--- config.mk ---
export PLATFORM = sky130hd
export DESIGN_NAME = rgb_button_ctrl
export DESIGN_NICKNAME = d
export VERILOG_FILES = /design/src/rtl/rgb_button_ctrl.sv
export SDC_FILE = /design/constraint.sdc
export NUM_CORES = 1
export LEC_CHECK = 0
export BUFFER_PORTS_ARGS = -buffer_cell sky130_fd_sc_hd__buf_4
export CORE_MARGIN = 2
export CORE_UTILIZATION = 55
export DETAILED_ROUTE_END_ITERATION = 8
export GPL_ROUTABILITY_DRIVEN = 0
export PLACE_DENSITY = 0.73
export SETUP_SLACK_MARGIN = 0.05
export SLEW_MARGIN = 0
export SYNTH_ARGS = -nofsm -noshare
export SYNTH_HDL_FRONTEND = slang
export SYNTH_SLANG_ARGS = --single-unit
--- constraint.sdc ---
create_clock -name clk -period 6.1 [get_ports clk]
set_clock_uncertainty 0.05 [all_clocks]
set_input_delay 0 -clock clk [delete_from_list [all_inputs] [get_ports clk]]
set_output_delay 0 -clock clk [all_outputs]
set_load 0.1 [all_outputs]
--- src/rtl/rgb_button_ctrl.sv ---
// Colour push-button controller: sync, debounce, arbitrate and auto-repeat three
// active-low buttons into 8-bit R/G/B channel values.
module rgb_button_ctrl #(
  parameter int unsigned DEBOUNCE_CYCLES = 250000,
  parameter int unsigned REPEAT_DELAY    = 12500000,
  parameter int unsigned REPEAT_PERIOD   = 2500000,
  parameter int unsigned STEP            = 8,
  parameter bit          WRAP            = 1'b1
) (
  input  logic       clk,
  input  logic       reset,
  input  logic [2:0] btn_n,
  input  logic       dec,
  output logic [7:0] R_value,
  output logic [7:0] G_value,
  output logic [7:0] B_value,
  output logic [1:0] sel,
  output logic       upd
);

  localparam int unsigned DW   = (DEBOUNCE_CYCLES > 1) ? $clog2(DEBOUNCE_CYCLES) : 1;
  localparam int unsigned RMAX = (REPEAT_DELAY > REPEAT_PERIOD) ? REPEAT_DELAY : REPEAT_PERIOD;
  localparam int unsigned TW   = (RMAX > 1) ? $clog2(RMAX) : 1;

  localparam logic [DW-1:0] DB_LAST     = DW'(DEBOUNCE_CYCLES - 1);
  localparam logic [TW-1:0] DELAY_LOAD  = TW'(REPEAT_DELAY - 1);
  localparam logic [TW-1:0] PERIOD_LOAD = TW'(REPEAT_PERIOD - 1);
  localparam logic [8:0]    STEP9       = 9'(STEP);

  typedef enum logic [1:0] {
    ST_IDLE,
    ST_HOLD,
    ST_REPEAT
  } state_e;

  state_e          state_q, state_d;
  logic [2:0]      sync1_q, sync1_d;
  logic [2:0]      sync2_q, sync2_d;
  logic [2:0]      deb_q, deb_d;
  logic [DW-1:0]   cnt_q [3];
  logic [DW-1:0]   cnt_d [3];
  logic [2:0]      armed_q, armed_d;
  logic [TW-1:0]   timer_q, timer_d;
  logic [7:0]      r_q, r_d;
  logic [7:0]      g_q, g_d;
  logic [7:0]      b_q, b_d;
  logic [1:0]      sel_q, sel_d;
  logic            upd_q, upd_d;

  logic [2:0]      pressed;
  logic [2:0]      eligible;
  logic [1:0]      pick;
  logic            held;
  logic            step_en;
  logic [1:0]      step_ch;

  // One step of channel arithmetic with a 9-bit intermediate to catch carry/borrow.
  function automatic logic [7:0] step_value(input logic [7:0] v, input logic down);
    logic [8:0] s;
    logic [7:0] res;
    if (down) begin
      s   = {1'b0, v} - STEP9;
      res = (!WRAP && s[8]) ? 8'h00 : s[7:0];
    end else begin
      s   = {1'b0, v} + STEP9;
      res = (!WRAP && s[8]) ? 8'hFF : s[7:0];
    end
    return res;
  endfunction

  // Two-flop synchroniser followed by a per-button stability counter.
  always_comb begin
    sync1_d = btn_n;
    sync2_d = sync1_q;
    deb_d   = deb_q;
    for (int i = 0; i < 3; i++) begin
      cnt_d[i] = '0;
      if (sync2_q[i] != deb_q[i]) begin
        if (cnt_q[i] == DB_LAST) begin
          deb_d[i] = sync2_q[i];
        end else begin
          cnt_d[i] = cnt_q[i] + DW'(1);
        end
      end
    end
  end

  assign pressed  = ~deb_q;
  assign eligible = pressed & armed_q;
  assign pick     = eligible[2] ? 2'b01 : (eligible[1] ? 2'b10 : 2'b11);

  always_comb begin
    held = 1'b0;
    case (sel_q)
      2'b01:   held = pressed[2];
      2'b10:   held = pressed[1];
      2'b11:   held = pressed[0];
      default: held = 1'b0;
    endcase
  end

  // Presses seen while a channel is held (or losing arbitration) stay disarmed until released.
  always_comb begin
    state_d = state_q;
    timer_d = timer_q;
    sel_d   = sel_q;
    upd_d   = 1'b0;
    r_d     = r_q;
    g_d     = g_q;
    b_d     = b_q;
    armed_d = armed_q | deb_q;
    step_en = 1'b0;
    step_ch = sel_q;

    case (state_q)
      ST_IDLE: begin
        if (|eligible) begin
          step_en = 1'b1;
          step_ch = pick;
          sel_d   = pick;
          armed_d = armed_d & ~pressed;
          timer_d = DELAY_LOAD;
          state_d = ST_HOLD;
        end
      end
      ST_HOLD, ST_REPEAT: begin
        armed_d = armed_d & ~pressed;
        if (!held) begin
          sel_d   = 2'b00;
          state_d = ST_IDLE;
        end else if (timer_q == '0) begin
          step_en = 1'b1;
          timer_d = PERIOD_LOAD;
          state_d = ST_REPEAT;
        end else begin
          timer_d = timer_q - TW'(1);
        end
      end
      default: begin
        sel_d   = 2'b00;
        state_d = ST_IDLE;
      end
    endcase

    if (step_en) begin
      upd_d = 1'b1;
      case (step_ch)
        2'b01:   r_d = step_value(r_q, dec);
        2'b10:   g_d = step_value(g_q, dec);
        2'b11:   b_d = step_value(b_q, dec);
        default: upd_d = 1'b0;
      endcase
    end
  end

  always_ff @(posedge clk or negedge reset) begin
    if (!reset) begin
      state_q <= ST_IDLE;
      sync1_q <= 3'b111;
      sync2_q <= 3'b111;
      deb_q   <= 3'b111;
      for (int i = 0; i < 3; i++) cnt_q[i] <= '0;
      armed_q <= 3'b111;
      timer_q <= '0;
      r_q     <= 8'h00;
      g_q     <= 8'h00;
      b_q     <= 8'h00;
      sel_q   <= 2'b00;
      upd_q   <= 1'b0;
    end else begin
      state_q <= state_d;
      sync1_q <= sync1_d;
      sync2_q <= sync2_d;
      deb_q   <= deb_d;
      for (int i = 0; i < 3; i++) cnt_q[i] <= cnt_d[i];
      armed_q <= armed_d;
      timer_q <= timer_d;
      r_q     <= r_d;
      g_q     <= g_d;
      b_q     <= b_d;
      sel_q   <= sel_d;
      upd_q   <= upd_d;
    end
  end

  assign R_value = r_q;
  assign G_value = g_q;
  assign B_value = b_q;
  assign sel     = sel_q;
  assign upd     = upd_q;

endmodule

Yosys cells after proc, flatten, opt, wreduce, memory -nomap -nowiden
Cells that the tools add are included.
Word-level totals
  register bits: 119
  word-level logic and storage cells: 95
  input port bits: 6
  output and inout bits: 27
Cells by class
  reductions and logical operators: 14
  equal/unequal tests: 18
  bitwise operators: 5
  add/sub/neg operators: 10
  muxes and demuxes: 32
Operator list (count)
  two-way mux 18 bit: 6
  two-way mux 24 bit: 3
  adder 18 x 1 -> 18 bit, second input constant: 3
  equality test 18 bit, second input constant: 3
  one-hot mux 24 bit (2 select lines): 1
  adder 8 x 4 -> 8 bit, second input constant: 3
  zero test 24 bit: 1
  two-way mux 8 bit: 3
  subtractor 24 x 1 -> 24 bit, second input constant: 1
  subtractor 8 x 4 -> 8 bit, second input constant: 3
  two-way mux 2 bit: 7
  AND reduction 2 bit: 7
  equality test 2 bit, second input constant: 5
  one-hot mux 2 bit (2 select lines): 2
  AND 3 bit: 2
  equality test 2 x 1 -> 1 bit, second input constant: 3
  two-way mux 1 bit: 6
  != test 2 bit, second input constant: 3
  inverter 3 bit: 2
  one-hot mux 3 bit (2 select lines): 1
  OR reduction 3 bit: 2
  two-way mux 3 bit: 1
  != test 1 bit: 3
  != test 3 bit, second input constant: 1
  other kinds (7): 7

Depth between registers and ports, before layout
  word-level depth: 10
  mapped depth: 9
  mapped depth without buffers: 8

Least setup slack after synthesis
No wires, ideal clock.
  kind: reg2reg
  from: register sel_q[0], in the netlist sel[0]
  to: register r_q[5], in the netlist R_value[5]
  cell stages (with the launch flop): 6
  data arrival time: 2560 ps
  period minus slack after synthesis: 2738 ps
  setup time: 128 ps
  path slack: 3362 ps
  buffers on the path: 0
  data required time: 5922 ps
  cell sequence: dfrtp_1 nor4bb_1 a31oi_1 nor4_4 o22a_2 mux2_1
Between the ends
  cells in the longest elaborated chain, start to end: 5
  elaborated cells between the ends (all ways): 10
  those cells by class: 4 x eq/ne; 5 x mux; 1 x reduce/logical
Ends and longest elaborated chain
  start, declared: RTL line 47  | logic [1:0] sel_q, sel_d;
  start signal, assigned: RTL line 181  | sel_q <= sel_d;
  equality test 2 bit or equality test 2 x 1 -> 1 bit (tied branches): RTL line 94  | case (sel_q)
  one-hot mux 1 bit (3 select lines): RTL line 94
  two-way mux 1 bit: RTL line 128  | if (!held) begin
  one-hot mux 1 bit (2 select lines): RTL line 115  | case (state_q)
  AND reduction 2 bit (no source line) (*)
  end signal, assigned: RTL line 178  | r_q <= r_d;
  end, declared: RTL line 44  | logic [7:0] r_q, r_d;
Mark *: on every way between the ends. The rest lies on a longest branch, timed or not.
A chain may end at the register's enable or synchronous reset.

Final worst setup path
  from: register timer_q[14]
  to: register timer_q[13]
Between the ends
  cells in the longest elaborated chain, start to end: 4
Ends and longest elaborated chain
  start, declared: RTL line 43  | logic [TW-1:0] timer_q, timer_d;
  start signal, assigned: RTL line 177  | timer_q <= timer_d;
  zero test 24 bit: RTL line 131  | end else if (timer_q == '0) begin
  two-way mux 24 bit: RTL line 131
  two-way mux 24 bit: RTL line 128
  one-hot mux 24 bit (2 select lines): RTL line 115
No other way between the ends. The select of a mux whose other input is x is not followed.

==> run_summary.xml <==
<?xml version="1.0" encoding="UTF-8"?>
<metrics>
  <group name="place">
    <metric name="place.port_buffers" unit="">23</metric>
    <metric name="placedInstanceArea" unit="um^2">6000</metric>
    <metric name="place.detailed.hpwl" unit="um">7470</metric>
    <metric name="dp_slack" unit="ns">3.06</metric>
  </group>
  <group name="sta">
    <metric name="layout_worst_path_cycle_share" unit="%">50.2</metric>
    <metric name="max-slew-margin-rel" unit="%">35.1</metric>
    <metric name="final_ws_setup" unit="ns">3.04</metric>
    <metric name="fmax" unit="GHz">0.327</metric>
    <metric name="setup_repair_after_global_routing_missed_its_margin" unit="">false</metric>
    <metric name="timing.final.setup_violations" unit="">0</metric>
    <metric name="finalSetupTns" unit="ns">0</metric>
    <metric name="worstMarginPinSlew" unit="ns">0.963</metric>
    <metric name="fin_crit" unit="ns">3.06</metric>
    <metric name="final_max_slew_viol_count" unit="">0</metric>
    <metric name="hold_viol_final" unit="">0</metric>
  </group>
  <group name="detailed_routing">
    <metric name="avgViaCountPerCell" unit="">5.70</metric>
    <metric name="route.vias.total" unit="">4335</metric>
    <metric name="route.detailed.wl_per_inst" unit="um">14.6</metric>
    <metric name="drt_iter0_drc" unit="">173</metric>
    <metric name="detail_route.drc_violations" unit="">0</metric>
    <metric name="drt_wl_total" unit="um">11100</metric>
    <metric name="final_antenna_net_count" unit="">0</metric>
    <metric name="drt_pre_antenna_iters" unit="">5</metric>
  </group>
  <group name="hold_path">
    <metric name="whs_path_depth" unit="">4</metric>
    <metric name="worst_hold_path_type" unit="">in2reg</metric>
    <metric name="hold_path_startpoint" unit="">dec</metric>
    <metric name="hold_end" unit="">R_value[7]$_DFFE_PN0P_</metric>
  </group>
  <group name="finish">
    <metric name="final_cell_area" unit="um^2">6270</metric>
    <metric name="drive_gt1_share" unit="%">11.0</metric>
    <metric name="final_nets" unit="">645</metric>
    <metric name="synth_to_final_area_change" unit="%">9.27</metric>
    <metric name="n_antenna_cell" unit="">0</metric>
    <metric name="postLayoutCoreUtil" unit="%">61.3</metric>
  </group>
  <group name="run">
    <metric name="cap_violations" unit="">0</metric>
  </group>
  <group name="critical_path">
    <metric name="rr_startpoint" unit="">timer_q[14]$_DFFE_PN0P_</metric>
    <metric name="start_to_end_type_of_the_worst_setup_path" unit="">reg2reg</metric>
    <metric name="ff2ff_setup_slack" unit="ns">3.04</metric>
    <metric name="worst_ep_arrival_time" unit="ns">3.32</metric>
    <metric name="worstSetupEndpointType" unit="">flop</metric>
    <metric name="ff2ff_path_depth" unit="">6</metric>
    <metric name="crit_fanout" unit="">11</metric>
    <metric name="worst_ep_required_time" unit="ns">6.36</metric>
    <metric name="critical_path.startpoint_type" unit="">flop</metric>
    <metric name="critical_path.reg2reg.endpoint" unit="">timer_q[13]$_DFFE_PN0P_</metric>
  </group>
  <group name="clocking">
    <metric name="numCtsBuffers" unit="">9</metric>
    <metric name="worstSkewPairLatency" unit="ns">0.39</metric>
    <metric name="cts_resized" unit="">0</metric>
    <metric name="cts_buffer_depth" unit="">2</metric>
    <metric name="numClockSinks" unit="">110</metric>
    <metric name="worst_setup_hold_path_clk_slew" unit="ns">0.11</metric>
    <metric name="tritoncts" unit="">built</metric>
    <metric name="cts_htree_levels" unit="">3</metric>
    <metric name="ctsRootBufferMaster" unit="">sky130_fd_sc_hd__clkbuf_8</metric>
  </group>
  <group name="floorplanning">
    <metric name="start_util" unit="%">56.1</metric>
    <metric name="core.rowCount" unit="">37</metric>
    <metric name="io_pins" unit="">33</metric>
    <metric name="die-area" unit="um^2">11300</metric>
    <metric name="design.core.area" unit="um^2">10200</metric>
    <metric name="die-height" unit="um">106</metric>
    <metric name="die_w" unit="um">106</metric>
  </group>
  <group name="synthesis">
    <metric name="post-synth-top-area-fraction" unit="%">42.7</metric>
    <metric name="synth-async-reset-ratio" unit="%">100</metric>
    <metric name="synth_largest_area_cell" unit="">sky130_fd_sc_hd__dfrtp_1</metric>
    <metric name="synth_top_cells_by_area" unit="">sky130_fd_sc_hd__dfrtp_1 (43%), sky130_fd_sc_hd__nor2_1 (5.8%), sky130_fd_sc_hd__dfstp_2 (5.5%)</metric>
    <metric name="synth-seq-cells" unit="">110</metric>
    <metric name="synthAdderAreaFrac" unit="%">4.54</metric>
    <metric name="synthesis.area" unit="um^2">5740</metric>
    <metric name="synthesized_area_fraction_occupied_by_xor_and_xnor_cells" unit="%">9.62</metric>
    <metric name="ys_dominant_reg_cell" unit="">sky130_fd_sc_hd__dfrtp_1</metric>
    <metric name="synth_compound_area_share" unit="%">11.8</metric>
    <metric name="post_synth_inst_count" unit="">594</metric>
    <metric name="yosys.area_share.simple" unit="%">21.1</metric>
    <metric name="netlist-cell-type-count" unit="">56</metric>
    <metric name="syn-mean-instance-area" unit="um^2">9.66</metric>
    <metric name="synth_top_family_by_area" unit="">simple AND/OR/NAND/NOR gates</metric>
    <metric name="yosys_warnings" unit="">0</metric>
    <metric name="synth_edf_count" unit="">0</metric>
    <metric name="synth.yosys.seq_area_share" unit="%">48.2</metric>
    <metric name="fraction_of_synthesized_area_in_multiplexers" unit="%">1.33</metric>
  </group>
  <group name="grt">
    <metric name="via_count_of_the_first_global_routing_pass" unit="">4242</metric>
    <metric name="grt_first_pass_wirelength" unit="um">19400</metric>
    <metric name="gr-total-overflow" unit="">0</metric>
    <metric name="initial_antenna_violation_count" unit="">0</metric>
    <metric name="grt_max_degree" unit="">78</metric>
    <metric name="global_route.usage.total" unit="%">21.3</metric>
  </group>
  <group name="outcome">
    <metric name="outcome" unit="">complete, no violations</metric>
  </group>
  <group name="power_and_ir_drop">
    <metric name="p_leak" unit="nW">2.86</metric>
    <metric name="ir_drop" unit="mV">0.199</metric>
    <metric name="pwr_density_cell" unit="nW/um^2">214</metric>
  </group>
</metrics>
## cell usage in the layout (no fill, tap or decap), types with 5 or more instances in the layout
cell type and instances:
sky130_fd_sc_hd__dfrtp_1 98, sky130_fd_sc_hd__nor2_1 89, sky130_fd_sc_hd__o21ai_0 39, sky130_fd_sc_hd__nand2_1 36, sky130_fd_sc_hd__a21oi_1 33, sky130_fd_sc_hd__xor2_1 32, sky130_fd_sc_hd__nand3_1 31, sky130_fd_sc_hd__xnor2_1 31
sky130_fd_sc_hd__buf_4 24, sky130_fd_sc_hd__inv_1 20, sky130_fd_sc_hd__ha_1 16, sky130_fd_sc_hd__nor4_1 12, sky130_fd_sc_hd__nand4_1 12, sky130_fd_sc_hd__dfstp_2 12, sky130_fd_sc_hd__nor3_1 11, sky130_fd_sc_hd__and3_1 9
sky130_fd_sc_hd__conb_1 9, sky130_fd_sc_hd__clkbuf_8 9, sky130_fd_sc_hd__or3_1 8, sky130_fd_sc_hd__a21o_1 7, sky130_fd_sc_hd__and4_1 6, sky130_fd_sc_hd__a31oi_1 6, sky130_fd_sc_hd__nand2b_1 5
## worst max-delay path by stage
| stage | startpoint | endpoint | slack (ns) | depth (start not counted) |
|---|---|---|---|---|
| 3_5_place_dp | timer_q[14]$_DFFE_PN0P_ | timer_q[13]$_DFFE_PN0P_ | 3.06 | 6 |
| 4_1_cts | timer_q[14]$_DFFE_PN0P_ | timer_q[13]$_DFFE_PN0P_ | 3.03 | 6 |
| 3_3_place_gp | timer_q[14]$_DFFE_PN0P_ | timer_q[13]$_DFFE_PN0P_ | 3.19 | 6 |
| 5_1_grt | state_q[0]$_DFFE_PN0P_ | timer_q[22]$_DFFE_PN0P_ | 2.75 | 8 |
| 2_1_floorplan | sel[0]$_DFFE_PN0P_ | R_value[5]$_DFFE_PN0P_ | 3.36 | 5 |
| 6_report | timer_q[14]$_DFFE_PN0P_ | timer_q[13]$_DFFE_PN0P_ | 3.04 | 6 |
## repair_timing
item	CTS	global route
buffers inserted	0	0
hold endpoints to repair	36	0
hold buffers	4	0
## registers in the layout, indices dropped and copies added (netlist names)
| name | flops |
|---|---|
| B_value | 5 |
| G_value | 5 |
| R_value | 5 |
| armed_q | 3 |
| cnt_q | 54 |
| deb_q | 3 |
| sel | 2 |
| state_q | 2 |
| sync1_q | 3 |
| sync2_q | 3 |
| timer_q | 24 |
| upd | 1 |
## area by class of cell
type                    count  area (um^2)
inverters                  20         75.1
fillers                   857         3960
flip-flops and latches    110         2770
well taps                 136          170
clock inverters             7          104
repair buffers             28          220
multi-input cells         451         2810
clock buffers               9          124
## critical path, cell delays in order, from the launching register on
cell and delay (ns):
sky130_fd_sc_hd__dfrtp_1 0.41, sky130_fd_sc_hd__or4_4 0.57, sky130_fd_sc_hd__or4_4 0.46, sky130_fd_sc_hd__o41ai_2 0.91, sky130_fd_sc_hd__o21ai_0 0.21, sky130_fd_sc_hd__and2b_1 0.20, sky130_fd_sc_hd__a31oi_1 0.16
## report_power, final
part	switching (mW)	internal [mW]
Clock	0.270	0.238
Sequential	0.00638	0.739
Combinational	0.0677	0.0204
Total	0.345	0.997
## synthesized netlist by cell type (all sizes together) (2+ instances only)
cell and n:
o41ai 3, nor3b 2, inv 20, a31o 2
nor2 89, o31ai 3, or3 8, nor3 11
a21o 7, ha 16, fa 3, nand2 36
mux2 5, nand3 31, o211ai 2, dfrtp 98
nor4bb 2, and3 9, and4 6, o21a 3
a31oi 6, nor2b 4, a21oi 33, nor4 13
dfstp 12, nand4 12, clkbuf 10, xor2 32
o22a 5, mux2i 2, o21ai 40, xnor2 31
or4 4, or2 5, a22o 2, buf 11
nand2b 5
## kinds of logic after synthesis
kind of cell | Yosys count
xor+xnor | 63
flops | 110
buf+inv | 41
compound gates | 111
simple gates | 242
fa+ha+maj | 19
other cells | 1
mux | 7
## routing by layer
layer  part of all wire [%]  up-vias  global-route usage (%)  wire, um
met4                    1.2        0                    6.30       132
li1                       -     2111                       -         -
met1                     47     2126                    27.9      5180
met5                      0        -                       0         0
met2                     48       89                    35.0      5320
met3                    4.2        9                    5.76       464
## stage by stage
step / std cells / total power, mW / hold WS (ns)
finish: 761 / 1.34 / 0.0209
global route: 761 / 1.39 / 0.0378
CTS: 761 / 1.36 / 0.0127
detailed placement: 741 / 0.847 / -0.0739
global placement: 741 / 0.844 / -0.0787
floorplan: 602 / 0.824 / -0.346
No activity file was read; power rests on OpenSTA's default activity.
